$ cat config.mk
export PLATFORM = sky130hd
export DESIGN_NAME = fft_stage_addr_gen
export DESIGN_NICKNAME = d
export VERILOG_FILES = /design/src/rtl/fft_stage_addr_gen.sv
export SDC_FILE = /design/constraint.sdc
export NUM_CORES = 1
export LEC_CHECK = 0
export BUFFER_PORTS_ARGS = -buffer_cell sky130_fd_sc_hd__buf_4
export CORE_UTILIZATION = 30
export CTS_BUF_LIST = sky130_fd_sc_hd__clkbuf_4 sky130_fd_sc_hd__clkbuf_8 sky130_fd_sc_hd__clkbuf_16
export DETAILED_ROUTE_END_ITERATION = 10
export PLACE_DENSITY_LB_ADDON = 0.15
export SLEW_MARGIN = 20
export SYNTH_ARGS = -nofsm -noshare
export SYNTH_HDL_FRONTEND = slang
export SYNTH_SLANG_ARGS = --single-unit
$ cat constraint.sdc
create_clock -name i_CLK -period 7 [get_ports i_CLK]
set_clock_uncertainty 0.2 [all_clocks]
set_input_delay 2.1 -clock i_CLK [delete_from_list [all_inputs] [get_ports i_CLK]]
set_output_delay 2.1 -clock i_CLK [all_outputs]
set_load 0.05 [all_outputs]
$ cat src/rtl/fft_stage_addr_gen.sv
// Radix-2 DIT butterfly address sequencer: one runtime-selected layer per run, ping-pong banks,
// latency-matched write-back pipeline, CS stall. Optional macro FFT_BITREV_EN: bit-reversed layer-0 reads.
module fft_stage_addr_gen #(
    parameter int FFT_SIZE       = 8,
    parameter int MEM_OFFSET     = FFT_SIZE,
    parameter int ADDR_SIZE      = $clog2(2 * FFT_SIZE),
    parameter int TWID_ADDR_SIZE = 7,
    parameter int BFLY_LATENCY   = 3,
    parameter int LAYER_W        = $clog2($clog2(FFT_SIZE))
) (
    input  logic                      i_CLK,
    input  logic                      i_RST,
    input  logic                      i_CS,
    input  logic                      i_start,
    input  logic [LAYER_W-1:0]        i_layer,
    input  logic                      i_rd_bank,
    output logic                      o_busy,
    output logic                      o_done,
    output logic                      o_err,
    output logic                      o_rden,
    output logic [ADDR_SIZE-1:0]      o_rdaddr_A,
    output logic [ADDR_SIZE-1:0]      o_rdaddr_B,
    output logic [TWID_ADDR_SIZE-1:0] o_rdaddr_tw,
    output logic                      o_wren,
    output logic [ADDR_SIZE-1:0]      o_wraddr_A,
    output logic [ADDR_SIZE-1:0]      o_wraddr_B
);
    localparam int LOG2N    = $clog2(FFT_SIZE);
    localparam int NUM_BFLY = FFT_SIZE / 2;
    localparam int BW       = $clog2(NUM_BFLY);
    localparam int TW_SCALE = (2 ** (TWID_ADDR_SIZE + 1)) / FFT_SIZE;

    typedef enum logic [1:0] {IDLE, READ, DRAIN, DONE} state_t;
    state_t state_reg, state_next;

    logic [BW-1:0]             b_reg;
    logic [LAYER_W-1:0]        layer_reg;
    logic                      bank_reg;
    logic                      err_reg;
    logic                      accept, reject, issue, pipe_busy;

    logic                      rden_reg;
    logic [ADDR_SIZE-1:0]      rdaddr_a_reg, rdaddr_b_reg;
    logic [TWID_ADDR_SIZE-1:0] rdaddr_tw_reg;
    logic [ADDR_SIZE-1:0]      wra_reg, wrb_reg;

    logic                      pipe_valid [BFLY_LATENCY];
    logic [ADDR_SIZE-1:0]      pipe_wa    [BFLY_LATENCY];
    logic [ADDR_SIZE-1:0]      pipe_wb    [BFLY_LATENCY];

    logic [ADDR_SIZE-1:0]      b_wide, h_wide, pos_wide, a_nat, b_nat, a_rd, b_rd;
    logic [ADDR_SIZE-1:0]      rd_base, wr_base;
    logic [TWID_ADDR_SIZE-1:0] tw_addr;

    always_ff @(posedge i_CLK or posedge i_RST) begin
        if (i_RST) begin
            state_reg <= IDLE;
        end else if (i_CS) begin
            state_reg <= state_next;
        end
    end

    always_comb begin
        state_next = state_reg;
        accept     = 1'b0;
        reject     = 1'b0;
        issue      = 1'b0;
        case (state_reg)
            IDLE: begin
                if (i_start) begin
                    if (32'(i_layer) < LOG2N) begin
                        accept     = 1'b1;
                        state_next = READ;
                    end else begin
                        reject = 1'b1;
                    end
                end
            end
            READ: begin
                issue = 1'b1;
                if (b_reg == BW'(NUM_BFLY - 1)) state_next = DRAIN;
            end
            DRAIN:   if (!pipe_busy) state_next = DONE;
            DONE:    state_next = IDLE;
            default: state_next = IDLE;
        endcase
    end

    // Pipeline is empty after this edge when only the last stage (now writing) may hold data.
    always_comb begin
        pipe_busy = rden_reg;
        for (int i = 0; i < BFLY_LATENCY - 1; i++) pipe_busy = pipe_busy | pipe_valid[i];
    end

    always_ff @(posedge i_CLK or posedge i_RST) begin
        if (i_RST) begin
            b_reg     <= '0;
            layer_reg <= '0;
            bank_reg  <= 1'b0;
            err_reg   <= 1'b0;
        end else if (i_CS) begin
            err_reg <= reject;
            if (accept) begin
                b_reg     <= '0;
                layer_reg <= i_layer;
                bank_reg  <= i_rd_bank;
            end else if (issue) begin
                b_reg <= b_reg + BW'(1);
            end
        end
    end

    always_comb begin
        b_wide   = ADDR_SIZE'(b_reg);
        h_wide   = ADDR_SIZE'(1) << layer_reg;
        pos_wide = b_wide & (h_wide - ADDR_SIZE'(1));
        a_nat    = (((b_wide >> layer_reg) << layer_reg) << 1) + pos_wide;
        b_nat    = a_nat + h_wide;
        rd_base  = bank_reg ? ADDR_SIZE'(MEM_OFFSET) : '0;
        wr_base  = bank_reg ? '0 : ADDR_SIZE'(MEM_OFFSET);
        tw_addr  = TWID_ADDR_SIZE'(pos_wide) * TWID_ADDR_SIZE'(NUM_BFLY >> layer_reg)
                 * TWID_ADDR_SIZE'(TW_SCALE);
    end

`ifdef FFT_BITREV_EN
    logic [LOG2N-1:0] a_rev, b_rev;
    for (genvar gi = 0; gi < LOG2N; gi++) begin : g_rev
        assign a_rev[gi] = a_nat[LOG2N-1-gi];
        assign b_rev[gi] = b_nat[LOG2N-1-gi];
    end
    assign a_rd = (layer_reg == '0) ? ADDR_SIZE'(a_rev) : a_nat;
    assign b_rd = (layer_reg == '0) ? ADDR_SIZE'(b_rev) : b_nat;
`else
    assign a_rd = a_nat;
    assign b_rd = b_nat;
`endif

    always_ff @(posedge i_CLK or posedge i_RST) begin
        if (i_RST) begin
            rden_reg      <= 1'b0;
            rdaddr_a_reg  <= '0;
            rdaddr_b_reg  <= '0;
            rdaddr_tw_reg <= '0;
            wra_reg       <= '0;
            wrb_reg       <= '0;
        end else if (i_CS) begin
            rden_reg <= issue;
            if (issue) begin
                rdaddr_a_reg  <= rd_base + a_rd;
                rdaddr_b_reg  <= rd_base + b_rd;
                rdaddr_tw_reg <= tw_addr;
                wra_reg       <= wr_base + a_nat;
                wrb_reg       <= wr_base + b_nat;
            end
        end
    end

    // Fed from the issue registers, so the last stage lines up BFLY_LATENCY cycles after o_rden.
    always_ff @(posedge i_CLK or posedge i_RST) begin
        if (i_RST) begin
            for (int i = 0; i < BFLY_LATENCY; i++) begin
                pipe_valid[i] <= 1'b0;
                pipe_wa[i]    <= '0;
                pipe_wb[i]    <= '0;
            end
        end else if (i_CS) begin
            pipe_valid[0] <= rden_reg;
            pipe_wa[0]    <= wra_reg;
            pipe_wb[0]    <= wrb_reg;
            for (int i = 1; i < BFLY_LATENCY; i++) begin
                pipe_valid[i] <= pipe_valid[i-1];
                pipe_wa[i]    <= pipe_wa[i-1];
                pipe_wb[i]    <= pipe_wb[i-1];
            end
        end
    end

    assign o_busy      = (state_reg != IDLE);
    assign o_done      = (state_reg == DONE);
    assign o_err       = err_reg;
    assign o_rden      = rden_reg & i_CS;
    assign o_rdaddr_A  = rdaddr_a_reg;
    assign o_rdaddr_B  = rdaddr_b_reg;
    assign o_rdaddr_tw = rdaddr_tw_reg;
    assign o_wren      = pipe_valid[BFLY_LATENCY-1] & i_CS;
    assign o_wraddr_A  = pipe_wa[BFLY_LATENCY-1];
    assign o_wraddr_B  = pipe_wb[BFLY_LATENCY-1];

endmodule

==> summary.md, run 1 <==
The run finished, with violations left. The checks that failed: design-rule violations. Compared with the post-synthesis result, the final layout area differs by 13.9%.

The leading cell type in the layout, fill and taps excluded was sky130_fd_sc_hd__dfrtp_1. The top-area cell type share of the netlist area works out to 0.539. The die covers 7780 um2. The final layout contains routed wiring with a total length of 3.53 mm. The overall fraction of global-route tracks in use is 0.107. The clock net in this run drives a total of 48 sinks. After the last flow step, the layout net total stands at 217. The share of the clock period used by the worst path was 0.739. The worst path in the final design needs a cycle of 5180 ps, including I/O delays and setup. TritonCTS built the clock tree.

The layout has 759 filler cells. Root cell of the clock tree: sky130_fd_sc_hd__clkbuf_8. The internal cell power was 0.749 mW. Hold repair after CTS inserted 0 buffers. The cell count after synthesis is 185.

The count of different cell masters after synthesis is 32. The total leakage power was 1.20 nW; the number of enable-type register cells in the synthesized netlist was 0. The buffers inserted during post-CTS setup optimization came out at 0. No sink is reached through more buffers than the 2 on the longest clock path.

Detailed placement ended at an HPWL of 2.33 mm. The run gives 0 as the number of endpoints with negative hold slack in the final report. Fraction of registers with async set or reset after synthesis: 1.00. For the initial antenna violation count, the log shows 0. The largest registers in the layout are pipe_wa x8, pipe_wb x8. The critical path in this run is classified as input pin to primary output. The share of layout cells above drive strength 1 came out at 0.333. Summed over all layers, the global routing overflow is 0. Max-cap violations in this run came to 0. For the worst setup path, the data required time is 4700 ps. Using the TritonRoute via totals, the vias-per-cell ratio works out to 4.19. The logs give 36 for the number of DRC violations after detailed-routing iteration 0 and 7210 um2 for the core box area. In the final routed layout, each cell accounts on average for 11.8 um.

Clock-pin slew was measured on the worst setup and hold paths at 80 ps. The relative contribution of the clock network to total power is 0.163. The largest net degree at the start of global routing was 49; the number of cell instances on the worst register-to-register path was 8. For this block, the via count after detailed routing is 1256. The average size of a mapped cell is 12.0 um2, and the deepest level of the CTS H-tree is 2. In this run, post-CTS repair resized a total of 0 instances.

Setup violations remaining at the end of the flow were counted as 0. The overall power after layout was 1.29 mW. In this run the count of I/O pins placed on the die edge is 35. The run gives 0.352 as the core occupancy in the finished layout. STA classifies the critical path startpoint as an input pin. Setup repair after global routing left no endpoint under its margin. The floorplan has 31 rows. The total count of max-transition violations in the final report was 0; the maximum net fanout on the critical path was 37. The path class of the tightest hold or removal check is register to register.

The dominant synthesized flop cell was sky130_fd_sc_hd__dfrtp_1. At the end of routability-driven placement, the weighted congestion stood at 0.678. The part of the total power dissipated in sequential elements was 0.381; the timing-limited maximum frequency was 193 MHz. The register-to-register setup slack was 4620 ps.

The Yosys step of the flow raised 0 warnings. The switching share of total power works out to 0.418. The worst path meets setup with 1820 ps of slack. sky130_fd_sc_hd__dfrtp_1 takes more of the synthesized area than any other cell. In this run the cell area of the synthesized design comes to 2230 um2. The remaining antenna violation count came out at 0. From left edge to right edge, the die measures 88.2 um. The logs give 6.31 mm for the global-route wire length before repair and 0.452 for the headroom to the max-slew limit. The tools report the via count of the first global-routing pass as 1302. The number of buffer cells added on primary ports works out to 29. The flop and latch count out of synthesis came out at 48.

The arrival time at the worst endpoint came out at 2880 ps. Dividing total power by cell area gives a power density of 507 nW/um2. STA classifies the critical path endpoint as a primary output. For the reported net switching power, the log shows 0.538 mW. The number of remaining DRC errors is 2. Sorting the synthesized cells by area gives the leading types as sky130_fd_sc_hd__dfrtp_1 54%, sky130_fd_sc_hd__mux2_2 14%, sky130_fd_sc_hd__buf_4 6.4%, sky130_fd_sc_hd__ha_1 5.1%, sky130_fd_sc_hd__nand2_1 3.5%. At the placement stage, the worst setup path has a slack of 1810 ps. IR analysis of the VDD net gives a maximum drop of 0.224 mV.

The effective utilization at floorplan is 0.309. Summed over all failing endpoints, the final setup total negative slack is 0 ps. Leaving out fill and tap cells, the most frequent cells in the layout are 48 x sky130_fd_sc_hd__dfrtp_1, 29 x sky130_fd_sc_hd__buf_4, 28 x sky130_fd_sc_hd__mux2_2, 21 x sky130_fd_sc_hd__nand2_1, 9 x sky130_fd_sc_hd__ha_1. The sequential area share after synthesis is 0.539, and the die outline height is 88.2 um.

The run gives 5 as the number of buffers created by CTS. For the portion of total power attributed to combinational logic, the log shows 0.456. For the pin with the worst max-slew slack, the measured transition is 821 ps. The insertion delay to the later sink of the worst-skew pair was 300 ps. The iteration count of the initial detailed-routing pass is 7, and the antenna cell count is 0. The cell depth of the worst min-delay path works out to 2.
per-layer routing:
metal / vias to the layer above / track usage / routed length (um)
li1: 617 / - / -
met1: 604 / 0.140 / 1680
met2: 28 / 0.169 / 1630
met3: 7 / 0.0292 / 156
met4: 0 / 0.0396 / 53
met5: - / 0 / 0
through the flow:
stage	instance area (um2)	hold WS (ps)	std cells
floorplan	2250	240	190
global placement	2410	264	292
detailed placement	2410	267	292
CTS	2540	291	300
global route	2540	320	300
finish	2540	285	300
worst max-delay path, cell delays in order:
cell and delay (ps):
sky130_fd_sc_hd__buf_4 370, sky130_fd_sc_hd__and2_1 200, sky130_fd_sc_hd__buf_4 190
power groups by stage:
stage	clock network, mW	logic (mW)	registers [mW]
2_1_floorplan	0	0.478	0.513
3_3_place_gp	0	0.589	0.498
3_5_place_dp	0	0.593	0.499
4_1_cts	0.220	0.596	0.493
5_1_grt	0.231	0.642	0.513
6_report	0.210	0.587	0.490
cells in the mapped netlist (2+ instances only):
library cell and number:
sky130_fd_sc_hd__clkbuf_1 2, sky130_fd_sc_hd__buf_2 4, sky130_fd_sc_hd__and2_1 5, sky130_fd_sc_hd__xnor2_1 4, sky130_fd_sc_hd__a21oi_1 4, sky130_fd_sc_hd__nor2b_1 3, sky130_fd_sc_hd__mux2_1 3, sky130_fd_sc_hd__o21ai_0 3
sky130_fd_sc_hd__mux2_2 28, sky130_fd_sc_hd__inv_1 7, sky130_fd_sc_hd__ha_1 9, sky130_fd_sc_hd__buf_4 19, sky130_fd_sc_hd__nor2_1 7, sky130_fd_sc_hd__nand2_1 21, sky130_fd_sc_hd__dfrtp_1 48, sky130_fd_sc_hd__nor3_1 2
worst paths after layout:
check / startpoint / to
setup / recovery: i_CS / o_rden
hold / removal: o_rdaddr_tw[5] / o_rdaddr_tw[5]
setup reg to reg: layer_reg[1] / o_rdaddr_B[3]
hold reg to reg: o_rdaddr_tw[5] / o_rdaddr_tw[5]
max in group asynchronous: i_RST / b_reg[1]
min in group asynchronous: i_RST / o_wraddr_A[2]
cell type report:
type	instances	area, um2	area share
Sequential cell	48	1200	0.473
Inverter	7	27.5	0.0108
Clock buffer	6	82.6	0.0325
Multi-Input combinational cell	109	846	0.333
Tap cell	99	124	0.0488
Timing Repair Buffer	29	218	0.0858
Clock inverter	2	38.8	0.0153
cells by family (layout without fill, tap and decap cells):
logic type	after synthesis	count (layout)	share of synthesized area
other	1	6	0.00168
adder cells (fa/ha/maj)	10	10	0.0595
multiplexers	33	33	0.168
XOR/XNOR	5	5	0.0197
flip-flops	48	48	0.539
AND/OR/NAND/NOR	42	42	0.0848
AO/OA/AOI/OAI	13	13	0.0376
buffers and inverters	33	44	0.0898
Note: power is estimated with default switching activity, not from simulation.
==> inputs of run 2 (changes only) <==
- clock period: 7 -> 4.6 ns (I/O delays scaled with it)
==> run 2 against run 1 <==
Compared with the run above:
- the run still ends with design-rule violations left
- via count grew 0.64%
- cell area shrank 0.64%
- hold slack got worse by 4.6 ps
- sequential share of layout area up 0.31 points
- power increased by 49%
- first-iteration DRC count shrank 8.3%
- critical endpoint is now o_wren
==> summary.md, run 2 (synthesis results as in run 1) <==
The run finished, with violations left. The final reports fail on design-rule violations. The global-route wire length before repair is 6.28 mm (-0.54%), and the signed area change from the synthesized netlist to the final layout is 13.1%. The tools report the buffers inserted during post-CTS setup optimization as 0 (unchanged). For the total leakage power, the log shows 1.20 nW (-0.72%). The iteration count of the initial detailed-routing pass is 6 (-1), and the overall overflow remaining after global route is 0 (unchanged). The share of layout cells above drive strength 1 was 0.337 (+0.00330). The endpoint required time on the critical path is 3020 ps (-1680 ps). The final non-filler cell total is 301 (+0.33%), and the arrival time at the worst endpoint is 1900 ps (-980 ps). The via density per instance is 4.20 (+0.30%). The tools report the root cell of the clock tree as sky130_fd_sc_hd__clkbuf_8. The effective utilization at floorplan is 0.309 (unchanged), and the routed wirelength normalized by instance count is 12.4 um (+5.3%). The number of hold buffers added after cts is 0 (unchanged), and the maximum net fanout on the critical path is 13 (-65%).

In the layout the commonest cells are 48 x sky130_fd_sc_hd__dfrtp_1, 30 x sky130_fd_sc_hd__buf_4, 28 x sky130_fd_sc_hd__mux2_2, 21 x sky130_fd_sc_hd__nand2_1, 9 x sky130_fd_sc_hd__ha_1. The power density over cell area was 758 nW/um2 (+50%). The logs give 33 (-8.3%) for the number of DRC violations after detailed-routing iteration 0 and 2 (unchanged) for the number of remaining DRC errors. For the count of vias placed by the detailed router, the log shows 1264 (+0.64%).

The type of the setup path with the least slack was input pin to primary output. The sequential standard cell area came out at 1200 um2 (unchanged). Worst min-delay path category: register to register. The post-cts gate resize count came out at 0 (unchanged). The number of buffer cells added on primary ports was 29 (unchanged); the overall power after layout was 1.91 mW (+49%). The final net count is 218 (+0.46%). The share of the clock period used by the worst path works out to 0.757.

The total count of max-transition violations in the final report came out at 0 (unchanged). The number of endpoints with negative hold slack in the final report came out at 0 (unchanged). The capture instance of the worst register-to-register path is o_rdaddr_B[3]. The initial antenna violation count was 0 (unchanged).

End of the worst hold path: o_rdaddr_tw[5]. For the number of top-level design ports, the log shows 35 (unchanged). The tools report the number of placed instances with taps included as 293 (+0.34%). Floorplan die area: 7780 um2 (unchanged). The number of cell instances on the worst register-to-register path was 8 (unchanged).

The largest registers in the layout are pipe_wa x8, pipe_wb x8. The worst voltage drop across the vdd grid is 0.350 mV (+56%). The die extent in x was 88.2 um (unchanged); the deepest level of the CTS H-tree was 2 (unchanged). The tools report the launch instance of the worst min-delay path as o_rdaddr_tw[5]. Critical path startpoint category: an input pin.

Setup repair after global routing left no endpoint under its margin. Worst flop-to-flop path startpoint: layer_reg[1]. The overall fraction of global-route tracks in use was 0.109 (+0.00202). The core box area is 7210 um2 (unchanged), and the largest net degree at the start of global routing is 49 (unchanged). Die outline height: 88.2 um (unchanged). The number of max-cap violations is 0 (unchanged). The tools report the endpoint class of the critical path as a primary output.

The run gives 0 (unchanged) as the number of setup violations in the final report. The logs give 0 ps (unchanged) for the total negative setup slack and 846 um2 (unchanged) for the area of combinational cells with multiple inputs. The tools report the insertion delay to the later sink of the worst-skew pair as 300 ps (about the same).

Cell depth of the worst min-delay path: 2 (unchanged). TritonCTS built the clock tree. The transition at the pin with the smallest max-transition slack is 832 ps (+11.2 ps). For the wire length after detailed routing, the log shows 3.72 mm (+5.6%). The maximum buffer depth of the clock tree came out at 2 (unchanged).

The worst path in the final design needs a cycle of 3480 ps, including I/O delays and setup. The tools report the antenna cell count as 0 (unchanged). The via count of the first global-routing pass is 1225 (-5.9%), and the placement row count is 31 (unchanged). Based on the critical path, the design can be clocked at up to 287 MHz. Leading cell type in the layout, fill and taps excluded: sky130_fd_sc_hd__dfrtp_1. The run gives 48 (unchanged) as the total number of clock tree sinks. The number of buffers created by CTS was 5 (unchanged); the clock input transition at the sequential cells of the worst setup and hold paths was 90 ps (about the same).

The global placer's final weighted congestion is 0.679 (about the same). The headroom to the max-slew limit was 0.445 (-0.00745). The number of filler cells placed in the layout came out at 770 (+1.4%). The tools report the remaining antenna violation count as 0 (unchanged). Total half-perimeter wirelength after legalization and detailed placement: 2.50 mm (+7.2%). The run gives 2190 ps (-2430 ps) as the register-to-register setup slack.
-- run 2: cell count changes in the layout (fill, tap and decap cells not counted), sizes merged --
cell	previous run	this run
bufinv	1	0
clkbuf	6	7
clkinv	2	1
clkinvlp	0	1
buf	29	30
-- run 2: report_power, final --
part	internal [mW]	total [mW]	leakage (nW)	switching, mW
clock network	0.128	0.270	0.0479	0.141
logic	0.344	0.892	0.561	0.548
registers	0.618	0.751	0.587	0.133
total	1.09	1.91	1.20	0.822
-- run 2: critical path, stage by stage --
cell and delay, ps:
sky130_fd_sc_hd__buf_4 180, sky130_fd_sc_hd__and2_1 150, sky130_fd_sc_hd__buf_4 190
-- run 2: worst max-delay path by stage --
| stage | from | to | slack, ps | cells after the start |
|---|---|---|---|---|
| 2_1_floorplan | i_CS | o_rden | 700 | 3 |
| 3_3_place_gp | i_CS | o_wren | 1110 | 3 |
| 5_1_grt | i_CS | o_rden | 1060 | 3 |
| 4_1_cts | i_CS | o_rden | 1110 | 3 |
| 6_report | i_CS | o_wren | 1120 | 3 |
| 3_5_place_dp | i_CS | o_rden | 1110 | 3 |
-- run 2: stage by stage --
| stage | hold slack (ps) | util | setup WS, ps | cell area [um2] |
|---|---|---|---|---|
| finish | 281 | 0.349 | 1120 | 2520 |
| global route | 319 | 0.349 | 1060 | 2520 |
| CTS | 288 | 0.349 | 1110 | 2520 |
| detailed placement | 266 | 0.336 | 1110 | 2420 |
| global placement | 264 | 0.336 | 1110 | 2420 |
| floorplan | 240 | - | 703 | 2250 |
-- run 2: area by class of cell --
type,count,area share
Clock buffer,7,0.0357
Clock inverter,1,0.00298
Inverter,7,0.0109
Multi-Input combinational cell,109,0.335
Sequential cell,48,0.476
Tap cell,99,0.0491
Timing Repair Buffer,30,0.0893
-- run 2: per-layer routing --
layer | global-route usage | part of all wire
met1 | 0.151 | 0.51
met2 | 0.160 | 0.43
met3 | 0.0292 | 0.042
met4 | 0.0440 | 0.017
met5 | 0 | 0
==> inputs of run 3 (changes only) <==
- clock period: 4.6 -> 3.3 ns (I/O delays scaled with it)
==> run 3 against run 2 <==
Compared with the run above:
- the run still ends with design-rule violations left
- sequential share of layout area decreased by 0.51 points
- clock power increased by 55%
- power increased by 42%
- core utilization increased by 0.38 points
- final cell count increased by 0.66%
- non-clock buffer count increased by 2
- sequential power increased by 38%
- via count decreased by 0.24%
- global-route usage decreased by 0.35 points
- combinational power increased by 40%
- die area unchanged
- largest power group unchanged
==> summary.md, run 3 (synthesis results as in run 1) <==
The relative contribution of the clock network to total power is 0.155 (+0.014). The total half-perimeter wirelength after legalization and detailed placement was 2.47 mm (-1.2%); the effective utilization at floorplan was 0.309 (unchanged). The largest net degree at the start of global routing is 49 (unchanged). In the layout the commonest cells are 48 x sky130_fd_sc_hd__dfrtp_1, 32 x sky130_fd_sc_hd__buf_4, 28 x sky130_fd_sc_hd__mux2_2, 21 x sky130_fd_sc_hd__nand2_1, 9 x sky130_fd_sc_hd__ha_1. The share of the clock period used by the worst path was 0.800; the register-to-register setup slack was 900 ps (-1290 ps).

The count of vias placed by the detailed router was 1261 (-0.24%). The post-cts gate resize count is 0 (unchanged). For the iteration count of the initial detailed-routing pass, the log shows 7 (+1). The global placer's final weighted congestion was 0.663 (-2.4%). The tools report the global-route wire length before repair as 6.14 mm (-2.2%). The transition at the pin with the smallest max-transition slack came out at 604 ps (-227 ps).

The tools report the root cell of the clock tree as sky130_fd_sc_hd__clkbuf_8. The run gives 1450 ps (-450 ps) as the arrival time at the worst endpoint. The number of hold buffers added after cts was 0 (unchanged); the routed length on met1 was 1.83 mm (-3.4%). The worst setup path is launched from an input pin. Worst slack at placement: 665 ps (-445 ps). The worst register-to-register path begins at layer_reg[1]. The logs give 1.13 mW (+38%) for the reported net switching power and 1.58 mW (+45%) for the internal cell power.

The number of DRC violations after detailed-routing iteration 0 was 42 (+27%); the via density per instance was 4.16 (-0.90%). Worst stage delay on the critical path: 180 ps (about the same). The maximum net fanout on the critical path works out to 4 (-9).

The tools report the end of the worst hold path as o_rdaddr_tw[5]. The die outline height works out to 88.2 um (unchanged). Static timing analysis puts the maximum clock frequency at 379 MHz. The tools report the remaining antenna violation count as 0 (unchanged). The run gives 35 (unchanged) as the number of top-level design ports.

The number of remaining DRC errors is 2 (unchanged). After layout, the minimum clock period comes to 2640 ps. The capture instance of the worst register-to-register path was o_rdaddr_B[3]. The number of max-cap violations was 0 (unchanged); the final setup slack of the worst path was 659 ps (-456 ps). The sum of met3 wire segment lengths after detailed routing is 163 um (+3.8%). Among all stages on the critical path, the largest delay is contributed by sky130_fd_sc_hd__buf_4. The final non-filler cell total is 303 (+0.66%). Switching share of total power: 0.418 (-0.0118). The checks that failed: design-rule violations.

For the via count of the first global-routing pass, the log shows 1248 (+1.9%). Routed signal wires occupy layers up through met4. The flow ran to the end, but the final reports show violations. Insertion delay to the later sink of the worst-skew pair: 290 ps (about the same). The tools report the endpoint class of the critical path as a primary output. TritonCTS built the clock tree. The total cell area at the placement stage was 2440 um2 (+0.62%). The routed wirelength normalized by instance count was 11.9 um (-3.8%). The worst min-delay path category is register to register. The summed area of non-filler cells in the final layout was 2550 um2 (+1.1%); the met2 wire length was 1.57 mm (-2.4%). The number of setup violations in the final report came out at 0 (unchanged). The library cell used most frequently in the layout, excluding fill and tap cells, is sky130_fd_sc_hd__dfrtp_1.

The die extent in x came out at 88.2 um (unchanged). The worst setup path is of the input pin to primary output kind. The worst voltage drop across the vdd grid was 0.464 mV (+33%); the placement row count was 31 (unchanged). The total count of max-transition violations in the final report is 0 (unchanged). Walking the worst path, the cells encountered are buf_4, and2_1, buf_4. The clock input transition at the sequential cells of the worst setup and hold paths came out at 80 ps (about the same).

The initial antenna violation count came out at 0 (unchanged). The tools report the maximum buffer depth of the clock tree as 2 (unchanged). Cell depth of the worst min-delay path: 2 (unchanged). The signed area change from the synthesized netlist to the final layout was 14.4%. The wire length after detailed routing came out at 3.61 mm (-3.1%).

Launch instance of the worst min-delay path: o_rdaddr_tw[5]. The deepest level of the CTS H-tree came out at 2 (unchanged). The part of the total power dissipated in sequential elements is 0.384 (-0.009), and the total number of clock tree sinks is 48 (unchanged).

The antenna cell count came out at 0 (unchanged). The run gives 0.461 (-0.005) as the portion of total power attributed to combinational logic. For the worst hold margin, the log shows 284 ps (+3.48 ps).

The floorplan die area was 7780 um2 (unchanged). The number of cell instances on the worst register-to-register path is 8 (unchanged), and the endpoint required time on the critical path is 2110 ps (-910 ps). Number of buffer cells added on primary ports: 29 (unchanged). The number of buffers created by CTS is 5 (unchanged). In the final layout, the registers with the most flip-flops are pipe_wa x8, pipe_wb x8.

The buffers inserted during post-CTS setup optimization was 0 (unchanged); the headroom to the max-slew limit was 0.597 (+0.152). Number of endpoints with negative hold slack in the final report: 0 (unchanged). The total negative setup slack came out at 0 ps (unchanged).

The run gives 220 (+0.92%) as the final net count. The tools report the overall overflow remaining after global route as 0 (unchanged). Among the stages of the critical path, the cell type that occurs most often is sky130_fd_sc_hd__buf_4.

Number of placed instances with taps included: 295 (+0.68%). Setup repair after global routing left no endpoint under its margin. For the total leakage power, the log shows 1.22 nW (+1.7%). The core box area is 7210 um2 (unchanged), and the share of layout cells above drive strength 1 is 0.343 (+0.00650). The power density over cell area is 1060 nW/um2 (+40%). The run gives 0.105 (-0.00346) as the overall fraction of global-route tracks in use.
[run 3: area by class of cell]
| class | count | area [um2] |
|---|---|---|
| Timing Repair Buffer | 32 | 240 |
| Clock buffer | 6 | 76.3 |
| Multi-Input combinational cell | 109 | 846 |
| Tap cell | 99 | 124 |
| Fill cell | 758 | 4670 |
| Inverter | 7 | 26.3 |
| Sequential cell | 48 | 1200 |
| Clock inverter | 2 | 35.0 |
[run 3: critical path, delay by kind of cell]
family / cells / cell delay, ps
buffers and inverters: 2 / 320
AND/OR/NAND/NOR: 1 / 140
[run 3: worst max-delay path by stage]
stage                     from      to  slack, ps  cells after the start
final                     i_CS  o_rden        660                      3
after detailed placement  i_CS  o_rden        670                      3
after global routing      i_CS  o_wren        640                      3
after floorplan           i_CS  o_rden        180                      3
after global placement    i_CS  o_rden        660                      3
after CTS                 i_CS  o_rden        660                      3
[run 3: power groups by stage]
| stage | logic [mW] | clock network (mW) | registers [mW] |
|---|---|---|---|
| 3_5_place_dp | 1.26 | 0 | 1.06 |
| 6_report | 1.25 | 0.419 | 1.04 |
| 4_1_cts | 1.27 | 0.441 | 1.05 |
| 3_3_place_gp | 1.25 | 0 | 1.06 |
| 2_1_floorplan | 1.01 | 0 | 1.09 |
| 5_1_grt | 1.37 | 0.462 | 1.08 |
[run 3: metrics by stage]
stage	power (mW)	util
floorplan	2.10	-
finish	2.71	0.353
global placement	2.31	0.338
CTS	2.76	0.353
global route	2.92	0.353
detailed placement	2.32	0.338
[run 3: layer usage]
layer,vias to the layer above,global-route usage
li1,625,-
met1,607,0.139
met2,24,0.164
met3,5,0.0302
met4,0,0.0396
met5,-,0
